### config.mk
export PLATFORM = sky130hd
export DESIGN_NAME = timer_arbiter_flat
export DESIGN_NICKNAME = d
export VERILOG_FILES = /design/src/rtl/timer_arbiter_pkg.sv /design/src/rtl/timer_arbiter_if.sv /design/src/rtl/timer_arbiter_interval_timer.sv /design/src/rtl/timer_arbiter.sv /design/src/flat_wrapper.sv
export SDC_FILE = /design/constraint.sdc
export NUM_CORES = 1
export LEC_CHECK = 0
export CAP_MARGIN = 25
export CORE_MARGIN = 2
export CORE_UTILIZATION = 23
export DETAILED_ROUTE_END_ITERATION = 10
export MAX_ROUTING_LAYER = met4
export RECOVER_POWER = 25
export SLEW_MARGIN = 20
export SYNTH_ARGS = -nofsm -noshare
export SYNTH_HDL_FRONTEND = slang
export SYNTH_HIERARCHICAL = 1
export SYNTH_SLANG_ARGS = --single-unit
### constraint.sdc
create_clock -name clk -period 3.7 [get_ports clk]
set_input_delay 0.74 -clock clk [delete_from_list [all_inputs] [get_ports clk]]
set_output_delay 0.74 -clock clk [all_outputs]
set_load 0.02 [all_outputs]
### src/rtl/timer_arbiter_pkg.sv
// Shared types and default widths for the round-robin timer arbiter.
package timer_arbiter_pkg;

  typedef enum logic {IDLE, RUN} arbState_t;

  localparam int NUM_REQ_DEF = 4;
  localparam int CNT_W_DEF   = 8;

endpackage

### src/rtl/timer_arbiter_if.sv
// Requester-side bundle: request levels, packed durations, abort, and the grant/done returns.
interface timer_arbiter_if
  import timer_arbiter_pkg::*;
#(
  parameter int NUM_REQ = NUM_REQ_DEF,
  parameter int CNT_W   = CNT_W_DEF
) ();

  logic [NUM_REQ-1:0]       req;
  logic [NUM_REQ*CNT_W-1:0] duration;
  logic                     abort;
  logic [NUM_REQ-1:0]       grant;
  logic                     busy;
  logic [NUM_REQ-1:0]       timerDone;

  modport master (
    output req, duration, abort,
    input  grant, busy, timerDone
  );

  modport slave (
    input  req, duration, abort,
    output grant, busy, timerDone
  );

endinterface

### src/rtl/timer_arbiter_interval_timer.sv
// Shared interval counter: latches a duration on load and flags the final cycle of the interval.
module interval_timer
  import timer_arbiter_pkg::*;
#(
  parameter int CNT_W = CNT_W_DEF
) (
  input  logic             clk,
  input  logic             reset,
  input  logic             load,
  input  logic [CNT_W-1:0] loadVal,
  input  logic             clear,
  output logic             done
);

  logic [CNT_W-1:0] count_q;
  logic [CNT_W-1:0] durQ_q;

  // Zero-length requests still get one cycle; count saturates at durQ so it cannot wrap.
  always_ff @(posedge clk or posedge reset) begin
    if (reset) begin
      count_q <= '0;
      durQ_q  <= '0;
    end else if (load) begin
      count_q <= CNT_W'(1);
      durQ_q  <= (loadVal == '0) ? CNT_W'(1) : loadVal;
    end else if (clear) begin
      count_q <= '0;
      durQ_q  <= '0;
    end else if ((count_q != '0) && (count_q != durQ_q)) begin
      count_q <= count_q + CNT_W'(1);
    end
  end

  assign done = (count_q != '0) && (count_q == durQ_q);

endmodule

### src/rtl/timer_arbiter.sv
// Round-robin owner selection for one shared interval timer, with abort/withdraw release.
module timer_arbiter
  import timer_arbiter_pkg::*;
#(
  parameter int NUM_REQ = NUM_REQ_DEF,
  parameter int CNT_W   = CNT_W_DEF
) (
  input  logic            clk,
  input  logic            reset,
  timer_arbiter_if.slave  bus
);

  localparam int PTR_W = $clog2(NUM_REQ);

  arbState_t          state_q;
  logic [NUM_REQ-1:0] grant_q;
  logic [PTR_W-1:0]   ptr_q;

  logic [CNT_W-1:0]   dur_arr [NUM_REQ];
  logic               sel_found;
  logic [PTR_W-1:0]   sel_idx;
  logic [PTR_W-1:0]   cand;
  int                 idx;
  logic               owner_req;
  logic               done;
  logic               exit_run;
  logic               load;
  logic               clear;

  always_comb begin
    for (int i = 0; i < NUM_REQ; i++) begin
      dur_arr[i] = bus.duration[i*CNT_W +: CNT_W];
    end
  end

  // Search starts one past the last owner so every requester gets its turn.
  always_comb begin
    sel_found = 1'b0;
    sel_idx   = ptr_q;
    cand      = '0;
    idx       = 0;
    for (int i = 1; i <= NUM_REQ; i++) begin
      idx = int'(ptr_q) + i;
      if (idx >= NUM_REQ) idx = idx - NUM_REQ;
      cand = PTR_W'(idx);
      if (!sel_found && bus.req[cand]) begin
        sel_found = 1'b1;
        sel_idx   = cand;
      end
    end
  end

  assign owner_req = |(bus.req & grant_q);
  assign exit_run  = done | bus.abort | ~owner_req;
  assign load      = (state_q == IDLE) && sel_found;
  assign clear     = (state_q == RUN) && exit_run;

  interval_timer #(.CNT_W(CNT_W)) u_timer (
    .clk     (clk),
    .reset   (reset),
    .load    (load),
    .loadVal (dur_arr[sel_idx]),
    .clear   (clear),
    .done    (done)
  );

  always_ff @(posedge clk or posedge reset) begin
    if (reset) begin
      state_q <= IDLE;
      grant_q <= '0;
      ptr_q   <= PTR_W'(NUM_REQ - 1);
    end else begin
      case (state_q)
        IDLE: begin
          if (sel_found) begin
            state_q <= RUN;
            grant_q <= NUM_REQ'(1) << sel_idx;
            ptr_q   <= sel_idx;
          end
        end
        RUN: begin
          if (exit_run) begin
            state_q <= IDLE;
            grant_q <= '0;
          end
        end
        default: begin
          state_q <= IDLE;
          grant_q <= '0;
        end
      endcase
    end
  end

  // Abort beats done in the same cycle; a withdrawn requester never sees a pulse.
  assign bus.timerDone = (state_q == RUN) ?
                         (grant_q & bus.req & {NUM_REQ{done & ~bus.abort}}) : '0;
  assign bus.grant     = grant_q;
  assign bus.busy      = |grant_q;

endmodule

### src/flat_wrapper.sv
// flat-port wrapper written by rule: the top's interface ports become plain ports
module timer_arbiter_flat import timer_arbiter_pkg::*;
#(
  parameter int NUM_REQ = NUM_REQ_DEF,
  parameter int CNT_W   = CNT_W_DEF
)
  (clk, reset, bus_req, bus_duration, bus_abort, bus_grant, bus_busy, bus_timerDone);
  timer_arbiter_if #(.NUM_REQ(NUM_REQ), .CNT_W(CNT_W)) bus_i ();
  input  logic clk;
  input  logic reset;
  input wire logic [$bits(bus_i.req)-1:0] bus_req;
  input wire logic [$bits(bus_i.duration)-1:0] bus_duration;
  input wire logic [$bits(bus_i.abort)-1:0] bus_abort;
  output wire logic [$bits(bus_i.grant)-1:0] bus_grant;
  output wire logic [$bits(bus_i.busy)-1:0] bus_busy;
  output wire logic [$bits(bus_i.timerDone)-1:0] bus_timerDone;
  assign bus_i.req = bus_req;
  assign bus_i.duration = bus_duration;
  assign bus_i.abort = bus_abort;
  assign bus_grant = bus_i.grant;
  assign bus_busy = bus_i.busy;
  assign bus_timerDone = bus_i.timerDone;
  timer_arbiter #(.NUM_REQ(NUM_REQ), .CNT_W(CNT_W)) u_core (.clk(clk), .reset(reset), .bus(bus_i));
endmodule
==> results of run 1 <==
-- metal layers --
metal	vias to the layer above	share of wire [%]	wire length [um]	track usage (%)
met5	-	0	0	-
met4	0	0.96	48	2.93
met3	2	2.1	105	1.01
met2	27	47	2360	17.3
met1	873	50	2510	15.0
li1	915	-	-	-
-- final timing paths --
path	start	end	slack (ps)	cells past startpoint
setup / recovery	u_core/u_timer/count_q[4]	bus_timerDone[2]	240	7
hold / removal	u_core/u_timer/durQ_q[0]	u_core/u_timer/durQ_q[0]	530	2
setup reg to reg	u_core/u_timer/count_q[0]	u_core/u_timer/count_q[1]	560	10
hold reg to reg	u_core/u_timer/durQ_q[0]	u_core/u_timer/durQ_q[0]	530	2
max in group asynchronous	reset	u_core/u_timer/durQ_q[7]	2290	2
min in group asynchronous	reset	u_core/state_q	880	2
-- synth_stat cells, types with 4 or more instances --
cell type,n
mux2i_1,8
o21ai_0,11
xnor2_1,5
buf_2,4
buf_6,4
nand2b_1,7
a211oi_1,16
a21oi_1,10
inv_1,24
xor2_1,7
a32oi_1,16
dfrtp_1,21
nor2_1,16
nand2_1,18
-- kinds of logic (layout without fill, tap and decap cells) --
logic type,after synthesis,in the layout,share of synthesized area (%)
AO/OA/AOI/OAI,70,70,27.5
XOR/XNOR,13,13,6.11
adder cells (fa/ha/maj),2,2,1.26
buffers and inverters,39,81,9.89
flip-flops,23,23,29.1
multiplexers,8,8,4.03
AND/OR/NAND/NOR,73,73,22.1
-- stage by stage --
| step | cells | total power, mW | cell area (um2) | hold WS (ps) | setup slack [ps] |
|---|---|---|---|---|---|
| after floorplan | 228 | 1.19 | 1990 | 466 | 941 |
| after global placement | 371 | 1.42 | 2530 | 510 | 563 |
| after detailed placement | 371 | 1.44 | 2530 | 505 | 519 |
| after CTS | 375 | 1.61 | 2570 | 531 | 223 |
| after global routing | 375 | 1.74 | 2570 | 572 | 84.7 |
| final | 375 | 1.59 | 2570 | 525 | 243 |
-- registers in the layout, indices dropped and copies added (netlist names) --
signal	count
u_core/ptr_q	2
u_core/u_timer/durQ_q	8
u_core/state_q	1
u_core/bus.grant	4
u_core/u_timer/count_q	8
-- area by class of cell --
| cell class | instances | area, um2 |
|---|---|---|
| inverter | 24 | 90.1 |
| clock buffer | 3 | 41.3 |
| clock inverter | 1 | 5.00 |
| timing repair buffer | 53 | 515 |
| tap | 105 | 131 |
| multi-input combinational | 166 | 1210 |
| fill | 875 | 5730 |
| sequential | 23 | 578 |
-- tightest hold or removal path: stages, from the launching register on --
cell	delay, ps
dfrtp_1	370
nand2_1	70
nand2_1	60
-- power groups by stage --
| stage | logic [mW] | registers [mW] | clock network (mW) |
|---|---|---|---|
| after floorplan | 0.757 | 0.433 | 0 |
| after global placement | 0.971 | 0.454 | 0 |
| after detailed placement | 0.986 | 0.453 | 0 |
| after CTS | 0.992 | 0.450 | 0.164 |
| after global routing | 1.10 | 0.464 | 0.177 |
| final | 0.987 | 0.449 | 0.158 |
==> out/metrics.cfg, run 1 <==
[route]
ant_nets=0
routed_wl_mm=5.02
viasPerCell=4.85
drc=0
first_pass_iters=4
drt_iter0_markers=57
vias=1817
routedWlPerCell_um=13.4

[place]
portBuffers=47
dpl.hpwl_mm=3.85
gp_congestion=0.830

[global_routing]
grt_pass1_vias=1768
antenna_found_initial=0
grt_max_degree=19
grt_pass1_wl_mm=8.54
grt_remaining_overflow=0
grt_usage_pct=10.9

[worst_hold_path]
hold_class=reg -> reg

[synthesis]
ys_types=55
ys_seq_elements=23
synth_largest_area_cell=dfrtp_1
syn_avg_cell_area_um2=8.71
synth_area_leaders=dfrtp_1 (26%), a32oi_1 (7.1%), a211oi_1 (6.0%), inv_1 (4.5%), mux2i_1 (4.0%)
ys_warn_count=6
synth.top_cell.area_share_pct=26.5
syn_area_um2=1990
synth_cells=228
synthArstFlopShare_pct=100
syn_nets=269
ys_seq_area_share_pct=29.1
synth_flop_cell=dfrtp_1
synth_edf_count=0

[clock_network]
numClockSinks=23
post_cts_buffers=0
cts_hold_repair.buffers=0
cts_resized=0
cts_htree_levels=1
clockBufferDepth=2
cts_buffers=3
clkLatencyLatePin_ps=260
cts_tree=done
cts_root_buf=clkbuf_8
cts.reportedPaths.clkPinSlew_ps=90

[power_and_ir_drop]
p_comb_share_pct=61.9
vdd_drop_max_uv=178
switchingPower_mw=0.744
p_int_mw=0.851
clkPwrFrac_pct=9.9
p_leak_nw=1.05
seqPwrFrac_pct=28.1
switching_share_pct=46.6
power_density_nw_per_um2=620

[floorplan]
start_util_pct=23.9
ios=48
fp.dieArea_um2=9390
rows=33
dieWidth_um=96.9
core_um2=8300
die_h_um=96.9

[timing]
finalCritPeriodShare_pct=93.4
slew_headroom_pct=43.7
fin_setup_tns_ps=0
hold_violations=0
max_freq_ghz=0.289
skew_ps=7.95
tightest_slew_ps=841
drv_slew=0
setup_viol=0
fin_crit_ps=3460
rsz0062_at_grt=no

[critical_path]
critPathBufInv=1
crit_slowest_cell=clkdlybuf4s50_1
cp-start-kind=flip-flop
criticalPathCategory=reg -> out
crit_fanout=6
worstPathRequired_ps=2960
cpPeakStageDelay_ps=610
path_cells=xor2_2 -> nor4_4 -> and2_4 -> and2b_2 -> nand3b_1 -> nor2_1 -> clkdlybuf4s50_1
crit_arrival_ps=2720
crit_path_end_kind=primary output
crit_family=simple AND/OR/NAND/NOR gates

[cells_and_area]
syn_to_final_growth_pct=29.6
antenna_cells=0
final_common_cell=clkdlybuf4s50_1
layout_common_cells=clkdlybuf4s50_1 (46), inv_1 (24), dfrtp_1 (21), nand2_1 (18)
final_core_util_pct=31.0
nets=312
drive_above_1_share_pct=11.9

[status]
outcome=finished, final reports clean

[flow_run]
drv_cap=0

No activity file was read; power rests on OpenSTA's default activity.
==> run 2: changes to the inputs <==
--- a/config.mk
+++ b/config.mk
@@ -5,13 +5,11 @@
 export SDC_FILE = /design/constraint.sdc
 export NUM_CORES = 1
 export LEC_CHECK = 0
-export CAP_MARGIN = 25
 export CORE_MARGIN = 2
 export CORE_UTILIZATION = 23
 export DETAILED_ROUTE_END_ITERATION = 10
 export MAX_ROUTING_LAYER = met4
 export RECOVER_POWER = 25
-export SLEW_MARGIN = 20
 export SYNTH_ARGS = -nofsm -noshare
 export SYNTH_HDL_FRONTEND = slang
 export SYNTH_HIERARCHICAL = 1
==> results of run 2 <==
No change in the layout: final DEF, timing and power equal those of run 1.
